## config.mk

```make
export PLATFORM = sky130hd
export DESIGN_NAME = reg_hazard_ctrl
export DESIGN_NICKNAME = d
export VERILOG_FILES = /design/src/rtl/reg_hazard_ctrl.sv
export SDC_FILE = /design/constraint.sdc
export NUM_CORES = 1
export LEC_CHECK = 0
export CAP_MARGIN = 20
export CORE_MARGIN = 8
export CORE_UTILIZATION = 45
export CTS_BUF_LIST = sky130_fd_sc_hd__clkbuf_2 sky130_fd_sc_hd__clkbuf_4 sky130_fd_sc_hd__clkbuf_8
export DETAILED_ROUTE_END_ITERATION = 8
export PLACE_DENSITY = 0.76
export SLEW_MARGIN = 10
export SYNTH_ARGS = -nofsm -noshare
export SYNTH_HDL_FRONTEND = slang
export SYNTH_SLANG_ARGS = --single-unit
```

## constraint.sdc

```tcl
create_clock -name clk -period 2.9 [get_ports clk]
set_input_delay 0.29 -clock clk [delete_from_list [all_inputs] [get_ports clk]]
set_output_delay 0.29 -clock clk [all_outputs]
set_load 0.05 [all_outputs]
```

## src/rtl/reg_hazard_ctrl.sv

```systemverilog
// -----------------------------------------------------------------------------
// reg_hazard_ctrl
//
// Issue-stage interlock and forwarding controller for a 5-stage MIPS pipeline.
// The destination register of every issued instruction is carried through
// shadow EX/MEM/WB registers. Each cycle, the ID-stage sources are compared
// against those shadows. The comparison decides two things:
//   - whether the ID instruction must stall, and
//   - which forwarding select the instruction will use once it sits in EX.
// Stall cycles are counted in a saturating counter for performance inspection.
//
// Parameters
//   FWD_EN         1: forward from MEM/WB results; 0: interlock until the
//                  producer has left the pipeline (no forwarding)
//   REGFILE_BYPASS 1: register file is write-before-read, WB producer is free
//                  0: a WB-stage producer also stalls the consumer
//
// Ports
//   clk, rst_n        clock, asynchronous active-low reset
//   id_valid          ID holds a real instruction
//   id_rs, id_rt      source register numbers
//   id_use_rs/rt      instruction actually reads rs / rt
//   id_dest           destination register (0 = no write)
//   id_is_load        instruction is a load (LB/LBU/LW)
//   flush             taken branch/jump, kills the ID instruction
//   stall             combinational: hold PC and IF/ID, bubble into EX
//   fwd_rs_sel/rt_sel EX operand source: 0 regfile, 1 MEM result, 2 WB result
//   ex/mem/wb_dest    shadow destination registers
//   stall_cnt         saturating count of stall cycles
// -----------------------------------------------------------------------------
module reg_hazard_ctrl #(
  parameter bit FWD_EN         = 1'b1,
  parameter bit REGFILE_BYPASS = 1'b1
) (
  input  logic        clk,
  input  logic        rst_n,
  input  logic        id_valid,
  input  logic [4:0]  id_rs,
  input  logic [4:0]  id_rt,
  input  logic        id_use_rs,
  input  logic        id_use_rt,
  input  logic [4:0]  id_dest,
  input  logic        id_is_load,
  input  logic        flush,
  output logic        stall,
  output logic [1:0]  fwd_rs_sel,
  output logic [1:0]  fwd_rt_sel,
  output logic [4:0]  ex_dest,
  output logic [4:0]  mem_dest,
  output logic [4:0]  wb_dest,
  output logic [31:0] stall_cnt
);

  localparam logic [1:0]  SEL_RF  = 2'd0;
  localparam logic [1:0]  SEL_MEM = 2'd1;
  localparam logic [1:0]  SEL_WB  = 2'd2;
  localparam logic [31:0] CNT_MAX = 32'hFFFF_FFFF;

  logic [4:0]  ex_dest_q, ex_dest_d;
  logic [4:0]  mem_dest_q, mem_dest_d;
  logic [4:0]  wb_dest_q, wb_dest_d;
  logic        ex_is_load_q, ex_is_load_d;
  logic [1:0]  fwd_rs_sel_q, fwd_rs_sel_d;
  logic [1:0]  fwd_rt_sel_q, fwd_rt_sel_d;
  logic [31:0] stall_cnt_q, stall_cnt_d;

  logic hit_ex_s;
  logic hit_mem_s;
  logic hit_wb_s;
  logic wb_term_s;
  logic hz_s;
  logic stall_s;
  logic issue_s;

  // A source hazards against a destination only if it is really read and is
  // not register 0 (writes to r0 are discarded, so r0 never carries a value).
  function automatic logic src_match(input logic use_src, input logic [4:0] src,
                                     input logic [4:0] dest);
    return use_src && (src != 5'd0) && (src == dest);
  endfunction

  // Forward select for one operand, evaluated at issue time. The producer
  // now in EX will be in MEM when the consumer is in EX, so it is forwarded
  // from the MEM result. The producer now in MEM will be in WB, so it is
  // forwarded from the WB result. The younger (EX) producer wins.
  function automatic logic [1:0] fwd_pick(input logic use_src, input logic [4:0] src,
                                          input logic [4:0] ex_d, input logic [4:0] mem_d);
    logic [1:0] sel;
    if (src_match(use_src, src, ex_d)) begin
      sel = SEL_MEM;
    end else if (src_match(use_src, src, mem_d)) begin
      sel = SEL_WB;
    end else begin
      sel = SEL_RF;
    end
    return sel;
  endfunction

  // Hazard detection and stall decision for the instruction in ID.
  always_comb begin
    hit_ex_s  = src_match(id_use_rs, id_rs, ex_dest_q)  || src_match(id_use_rt, id_rt, ex_dest_q);
    hit_mem_s = src_match(id_use_rs, id_rs, mem_dest_q) || src_match(id_use_rt, id_rt, mem_dest_q);
    hit_wb_s  = src_match(id_use_rs, id_rs, wb_dest_q)  || src_match(id_use_rt, id_rt, wb_dest_q);
    wb_term_s = REGFILE_BYPASS ? 1'b0 : hit_wb_s;
    hz_s      = 1'b0;
    if (FWD_EN) begin
      // Only a load in EX cannot be forwarded in time.
      hz_s = (hit_ex_s && ex_is_load_q) || wb_term_s;
    end else begin
      hz_s = hit_ex_s || hit_mem_s || wb_term_s;
    end
    // Flush kills the ID instruction, so it never stalls.
    stall_s = id_valid && !flush && hz_s;
    issue_s = id_valid && !flush && !hz_s;
  end

  // Next-state computation for the shadow pipeline, selects and counter.
  always_comb begin
    mem_dest_d   = ex_dest_q;
    wb_dest_d    = mem_dest_q;
    ex_dest_d    = 5'd0;
    ex_is_load_d = 1'b0;
    fwd_rs_sel_d = SEL_RF;
    fwd_rt_sel_d = SEL_RF;
    stall_cnt_d  = stall_cnt_q;

    if (issue_s) begin
      ex_dest_d    = id_dest;
      ex_is_load_d = id_is_load;
    end else begin
      ex_dest_d    = 5'd0;
      ex_is_load_d = 1'b0;
    end

    if (issue_s && FWD_EN) begin
      fwd_rs_sel_d = fwd_pick(id_use_rs, id_rs, ex_dest_q, mem_dest_q);
      fwd_rt_sel_d = fwd_pick(id_use_rt, id_rt, ex_dest_q, mem_dest_q);
    end else begin
      fwd_rs_sel_d = SEL_RF;
      fwd_rt_sel_d = SEL_RF;
    end

    if (stall_s && (stall_cnt_q != CNT_MAX)) begin
      stall_cnt_d = stall_cnt_q + 32'd1;
    end else begin
      stall_cnt_d = stall_cnt_q;
    end
  end

  // State registers; reset empties the pipeline and forgets all producers.
  always_ff @(posedge clk or negedge rst_n) begin
    if (!rst_n) begin
      ex_dest_q    <= 5'd0;
      mem_dest_q   <= 5'd0;
      wb_dest_q    <= 5'd0;
      ex_is_load_q <= 1'b0;
      fwd_rs_sel_q <= SEL_RF;
      fwd_rt_sel_q <= SEL_RF;
      stall_cnt_q  <= 32'd0;
    end else begin
      ex_dest_q    <= ex_dest_d;
      mem_dest_q   <= mem_dest_d;
      wb_dest_q    <= wb_dest_d;
      ex_is_load_q <= ex_is_load_d;
      fwd_rs_sel_q <= fwd_rs_sel_d;
      fwd_rt_sel_q <= fwd_rt_sel_d;
      stall_cnt_q  <= stall_cnt_d;
    end
  end

  assign stall      = stall_s;
  assign fwd_rs_sel = fwd_rs_sel_q;
  assign fwd_rt_sel = fwd_rt_sel_q;
  assign ex_dest    = ex_dest_q;
  assign mem_dest   = mem_dest_q;
  assign wb_dest    = wb_dest_q;
  assign stall_cnt  = stall_cnt_q;

endmodule

```

==> run metrics, run 1 <==
Synth Instances=217; initial antenna violation count=0; Die H=92.2 µm; logic gate share of total power=0.107; Starting Density=0.469; crit path kind=in2out; Distinct cells, synth=31; Final Non-Filler Cells=371; Slew Viols, Final=0; Worst Hold Class=in2async; Met1 Routed Length=2750 µm; Std-Cell Rows=27; Net Sw Power=0.000323 W; CTS tree=done; global route total overflow=0; #FFs+latches synth=52; port bufs=73; top-count cell post-synth=dfrtp_1; sequential element share of the synthesized area=0.498; first-pass GRT wire length=10600 µm; PD cells=374 nW/µm²; Area growth syn-to-layout=35.1%; Int Pwr=0.000998 W; routability congestion estimate=0.843; Top Metal Used=met4; fmax=0.412 GHz; Clk pin slew, worst setup/hold paths=90 ps; Num CTS Buffers=5; Core Util, Final=0.634; CP max FO=5; post-CTS sizing=0; Avg Inst Size Synth=12.1 µm²; nature of the critical path startpoint=input pin; Seq pwr share=0.565; hold-fix buffers at CTS=0; die area=8510 µm²; CP required=2610 ps; clock power share=0.328; pin count of the biggest net entering global routing=29; slew margin rel.=0.600; Root Driver=clkbuf_8; Post-DP HPWL=4720 µm; NumNets Final=321; setup_tns=0 ps; failing checks=negative hold slack; post-layout minimum cycle time=2420 ps; Syn. warnings=0; Yosys top cell area share=0.498; Area contributors post-synth=dfrtp_1 50%, xor2_1 13%, nor4_4 4.9%, xnor2_1 4.0%, nor3_1 3.8%; unrepaired setup endpoints after global routing=no; Static Leakage=1.57 nW; clock buffer depth=2; routed vias/inst=5.17; placed cell count=363; Post-Syn Nets=240; crit share post-route=0.836; top_reg_cell synth=dfrtp_1; final hold slack=-13.0 ps; Synth Cell Area=2620 µm²; CP endpoint kind=output port; clock sinks=52; final wirelength=6200 µm; Post-synth EDFFs=0; Ports=74; final hold violation count=19; leading area contributor after synthesis=dfrtp_1; Initial DRT Pass Iterations=4; Net Sw Frac=0.244; Antenna Violating Nets Remaining=0; result of the run=complete, but fails checks; met2 wire len=3090 µm; die width=92.2 µm; met3 routed WL=314 µm; average wire per standard cell=16.7 µm; clock network latency to the later pin of the worst-skew pair=300 ps; proportion of layout cells with a drive suffix above 1=0.137; max-cap violations=0; Post-synth ARST share=1.00; Total GRT Usage=0.153; Slew @ Worst Pin=600 ps; vias post-DR=1919; post-CTS setup buffer count=0; Final setup viols=0; Max rail drop VDD=0.180 mV; Setup Skew=6.21 ps; H-tree lvl count=2; drt first-iter violations=83; vias in the first global route=2068; core area=5570 µm²; Commonest cells post-synth=52 x dfrtp_1, 39 x xor2_1, 20 x nor3_1, 14 x nand2_1, 14 x nand3_1; ANT cells=0; WP data arrival=2130 ps; DRC=0
[path summary, 6_finish.rpt]
path | to | start | cells past startpoint | slack (ps)
worst max-delay path | stall | id_rt[2] | 7 | 480
worst min-delay path | fwd_rs_sel[0]$_DFF_PN0_ | rst_n | 1 | -10
worst max register to register | stall_cnt[1]$_DFFE_PN0P_ | stall_cnt[5]$_DFFE_PN0P_ | 6 | 510
worst min register to register | wb_dest[1]$_DFF_PN0_ | mem_dest[1]$_DFF_PN0_ | 0 | 490
max in group asynchronous | stall_cnt[15]$_DFFE_PN0P_ | rst_n | 2 | 2130
min in group clk | wb_dest[1]$_DFF_PN0_ | mem_dest[1]$_DFF_PN0_ | 0 | 490
[area by class of cell]
type / instances / area [µm²]
Tap cell: 72 / 90.1
Timing Repair Buffer: 80 / 788
Fill cell: 471 / 2040
Sequential cell: 52 / 1300
Inverter: 3 / 11.3
Multi-Input combinational cell: 156 / 1240
Clock inverter: 1 / 7.51
Clock buffer: 7 / 90.1
[logic make-up after synthesis]
group / Yosys count / synth area share
AOI/OAI and AO/OA: 4 / 0.0182
xor gates and xnor gates: 51 / 0.171
adders and majority gates: 1 / 0.00478
buffers and inverters: 9 / 0.0268
DFF: 52 / 0.498
muxes: 1 / 0.00574
and+or+nand+nor: 99 / 0.276
[cell usage in the layout, fill, tap and decap left out, drive strengths merged, types with 2 or more instances in the layout]
cell type | netlist | layout
nand2 | 14 | 14
nand3 | 14 | 14
o21ai | 3 | 3
xnor2 | 12 | 12
nor3 | 20 | 20
nor4b | 5 | 5
inv | 3 | 3
clkbuf | 0 | 7
and3 | 13 | 13
dfrtp | 52 | 52
clkdlybuf4s50 | 0 | 71
nor4 | 14 | 14
or4 | 3 | 3
xor2 | 39 | 39
nand4 | 6 | 6
nor2 | 3 | 3
buf | 6 | 9
and2 | 2 | 2
[metal layers]
metal,up-vias,GRT usage
met5,-,0
met4,0,0.0403
met3,7,0.0465
met2,43,0.245
met1,942,0.195
li1,927,-
[power groups by stage]
stage / Clock [W] / Sequential (W) / Combinational, W
after detailed placement: 0 / 0.000761 / 0.000144
final: 0.000433 / 0.000746 / 0.000142
after global placement: 0 / 0.000760 / 0.000141
after floorplan: 0 / 0.000792 / 0.0000350
after CTS: 0.000451 / 0.000746 / 0.000144
after global routing: 0.000480 / 0.000748 / 0.000152
[flip-flops by register name, summed over array words and instances, names as in the netlist]
| signal | cells |
|---|---|
| ex_dest | 5 |
| wb_dest | 5 |
| ex_is_load_q | 1 |
| stall_cnt | 32 |
| mem_dest | 5 |
| fwd_rs_sel | 2 |
| fwd_rt_sel | 2 |
[worst max-delay path, stage by stage]
cell and delay (ps):
clkdlybuf4s50_1 470, or4_1 540, o21ai_2 200, nor4_4 90
o211ai_4 260, inv_1 80, buf_4 190
[per-stage QoR]
stage / instance area, µm² / worst slack (ps) / total power [W]
after floorplan: 2620 / 675 / 0.000827
after global placement: 3430 / 415 / 0.000902
after detailed placement: 3430 / 346 / 0.000904
after CTS: 3530 / 455 / 0.00134
after global routing: 3530 / 368 / 0.00138
final: 3530 / 476 / 0.00132
(Power assumes the default switching activity.)
==> run 2, diff against run 1 <==
Settings changed: PLACE_DENSITY 0.76 to 0.79.
Clock period 2.9 ns to 2 ns, I/O delays scaled along.
==> run metrics, run 2 (synthesized netlist as in run 1, its figures left out) <==
vias post-DR=2300; Setup Skew=3.37 ps; unrepaired setup endpoints after global routing=yes; smallest setup slack after layout=-129 ps; routed vias/inst=5.44; drt first-iter violations=136; slew margin rel.=0.575; CP max FO=6; area of the multi-input gates=1700 µm²; most frequent cells in the layout=63 x clkdlybuf4s50_1, 40 x buf_4, 36 x xor2_1; Std-Cell Rows=27; Largest register FFs=32; CP required=2190 ps; ANT cells=0; nature of the critical path startpoint=input pin; NumNets Final=373; Max rail drop VDD=0.509 mV; die area=8510 µm²; Num CTS Buffers=5; reg2reg path depth=9; post-layout minimum cycle time=2130 ps; Slew @ Worst Pin=638 ps; Starting Density=0.469; die width=92.2 µm; WP data arrival=2320 ps; final wirelength=9320 µm; Root Driver=clkbuf_8; routability congestion estimate=0.917; placed cell count=393; commonest non-fill, non-tap cell in the layout=clkdlybuf4s50_1; port bufs=73; DRC=0; core area=5570 µm²; slack of the worst reg-to-reg path=-120 ps; Total GRT Usage=0.207; crit path kind=in2reg; clock network latency to the later pin of the worst-skew pair=300 ps; Initial DRT Pass Iterations=4; Die H=92.2 µm; result of the run=complete, but fails checks; fillcell total=277; vias in the first global route=2491; global route total overflow=0; clock buffer depth=2; Post-DP HPWL=5290 µm; fmax=0.470 GHz; DP Area=3770 µm²; Final setup viols=27; H-tree lvl count=2; Slew Viols, Final=0; first-pass GRT wire length=13900 µm; Design Area, Final=4590 µm²; clock sinks=52; CP endpoint kind=flop; proportion of layout cells with a drive suffix above 1=0.464; pin count of the biggest net entering global routing=28; initial antenna violation count=0; Antenna Violating Nets Remaining=0; average wire per standard cell=22.0 µm; Ports=74; CTS tree=done; Clk pin slew, worst setup/hold paths=100 ps; Final Non-Filler Cells=423; Static Leakage=1.93 nW; max-cap violations=0; failing checks=negative setup slack; Area growth syn-to-layout=75.6%; PD cells=464 nW/µm²; FF/Latch Area=1340 µm²; crit share post-route=1.06; setup_tns=-1840 ps; final hold violation count=0; Worst Hold Class=in2async
run 2: cell type report:
type | instances | area share
clock inverters | 2 | 0.00845
inverters | 3 | 0.00300
clock buffers | 6 | 0.0180
multi-input cells | 156 | 0.371
repair buffers | 132 | 0.289
flip-flops and latches | 52 | 0.292
well taps | 72 | 0.0196
run 2: metrics by stage:
| stage | utilization | hold WS, ps | setup WS (ps) | total power [W] |
|---|---|---|---|---|
| floorplan | - | -95.6 | -17.6 | 0.00120 |
| global placement | 0.677 | 255 | -339 | 0.00134 |
| detailed placement | 0.677 | 257 | -444 | 0.00134 |
| CTS | 0.786 | 445 | -146 | 0.00212 |
| global route | 0.824 | 440 | -234 | 0.00220 |
| finish | 0.824 | 442 | -129 | 0.00213 |
run 2: critical path, cell delays in order:
cell and delay, ps:
clkdlybuf4s50_1 540, xnor2_1 300, nand3_2 140, nor4_4 250, o211ai_4 150, buf_12 150
buf_12 140, nor2_4 120, mux2_4 320
run 2: what timing repair did:
| action | in CTS | in global routing |
|---|---|---|
| hold buffers | 1 | 0 |
| buffers inserted | 11 | 8 |
| endpoints found under the hold margin | 26 | 0 |
| setup endpoints to repair | 29 | 43 |
| gates resized for setup | 71 | 32 |
| pin swaps | 61 | 27 |
| gates cloned | 2 | 0 |
run 2: report_power, final:
group	internal, W	total, W	leakage (nW)	switching [W]
logic	0.000130	0.000281	1.21	0.000152
registers	0.00107	0.00108	0.659	0.0000165
clock network	0.000410	0.000769	0.0614	0.000360
run 2: worst paths after layout:
check | startpoint | end
max | id_rt[0] | stall_cnt[1]$_DFFE_PN0P_
min | rst_n | ex_dest[2]$_DFF_PN0_
max reg2reg | ex_dest[4]$_DFF_PN0_ | stall_cnt[1]$_DFFE_PN0P_
min reg2reg | ex_dest[1]$_DFF_PN0_ | mem_dest[1]$_DFF_PN0_
max in group asynchronous | rst_n | stall_cnt[10]$_DFFE_PN0P_
min in group clk | id_dest[2] | ex_dest[2]$_DFF_PN0_
run 2: routing by layer:
metal,track usage,wire length (µm),up-vias
li1,-,-,1043
met2,0.364,5080,72
met1,0.241,3610,1166
met3,0.0407,375,19
met4,0.0846,252,0
met5,0,0,-
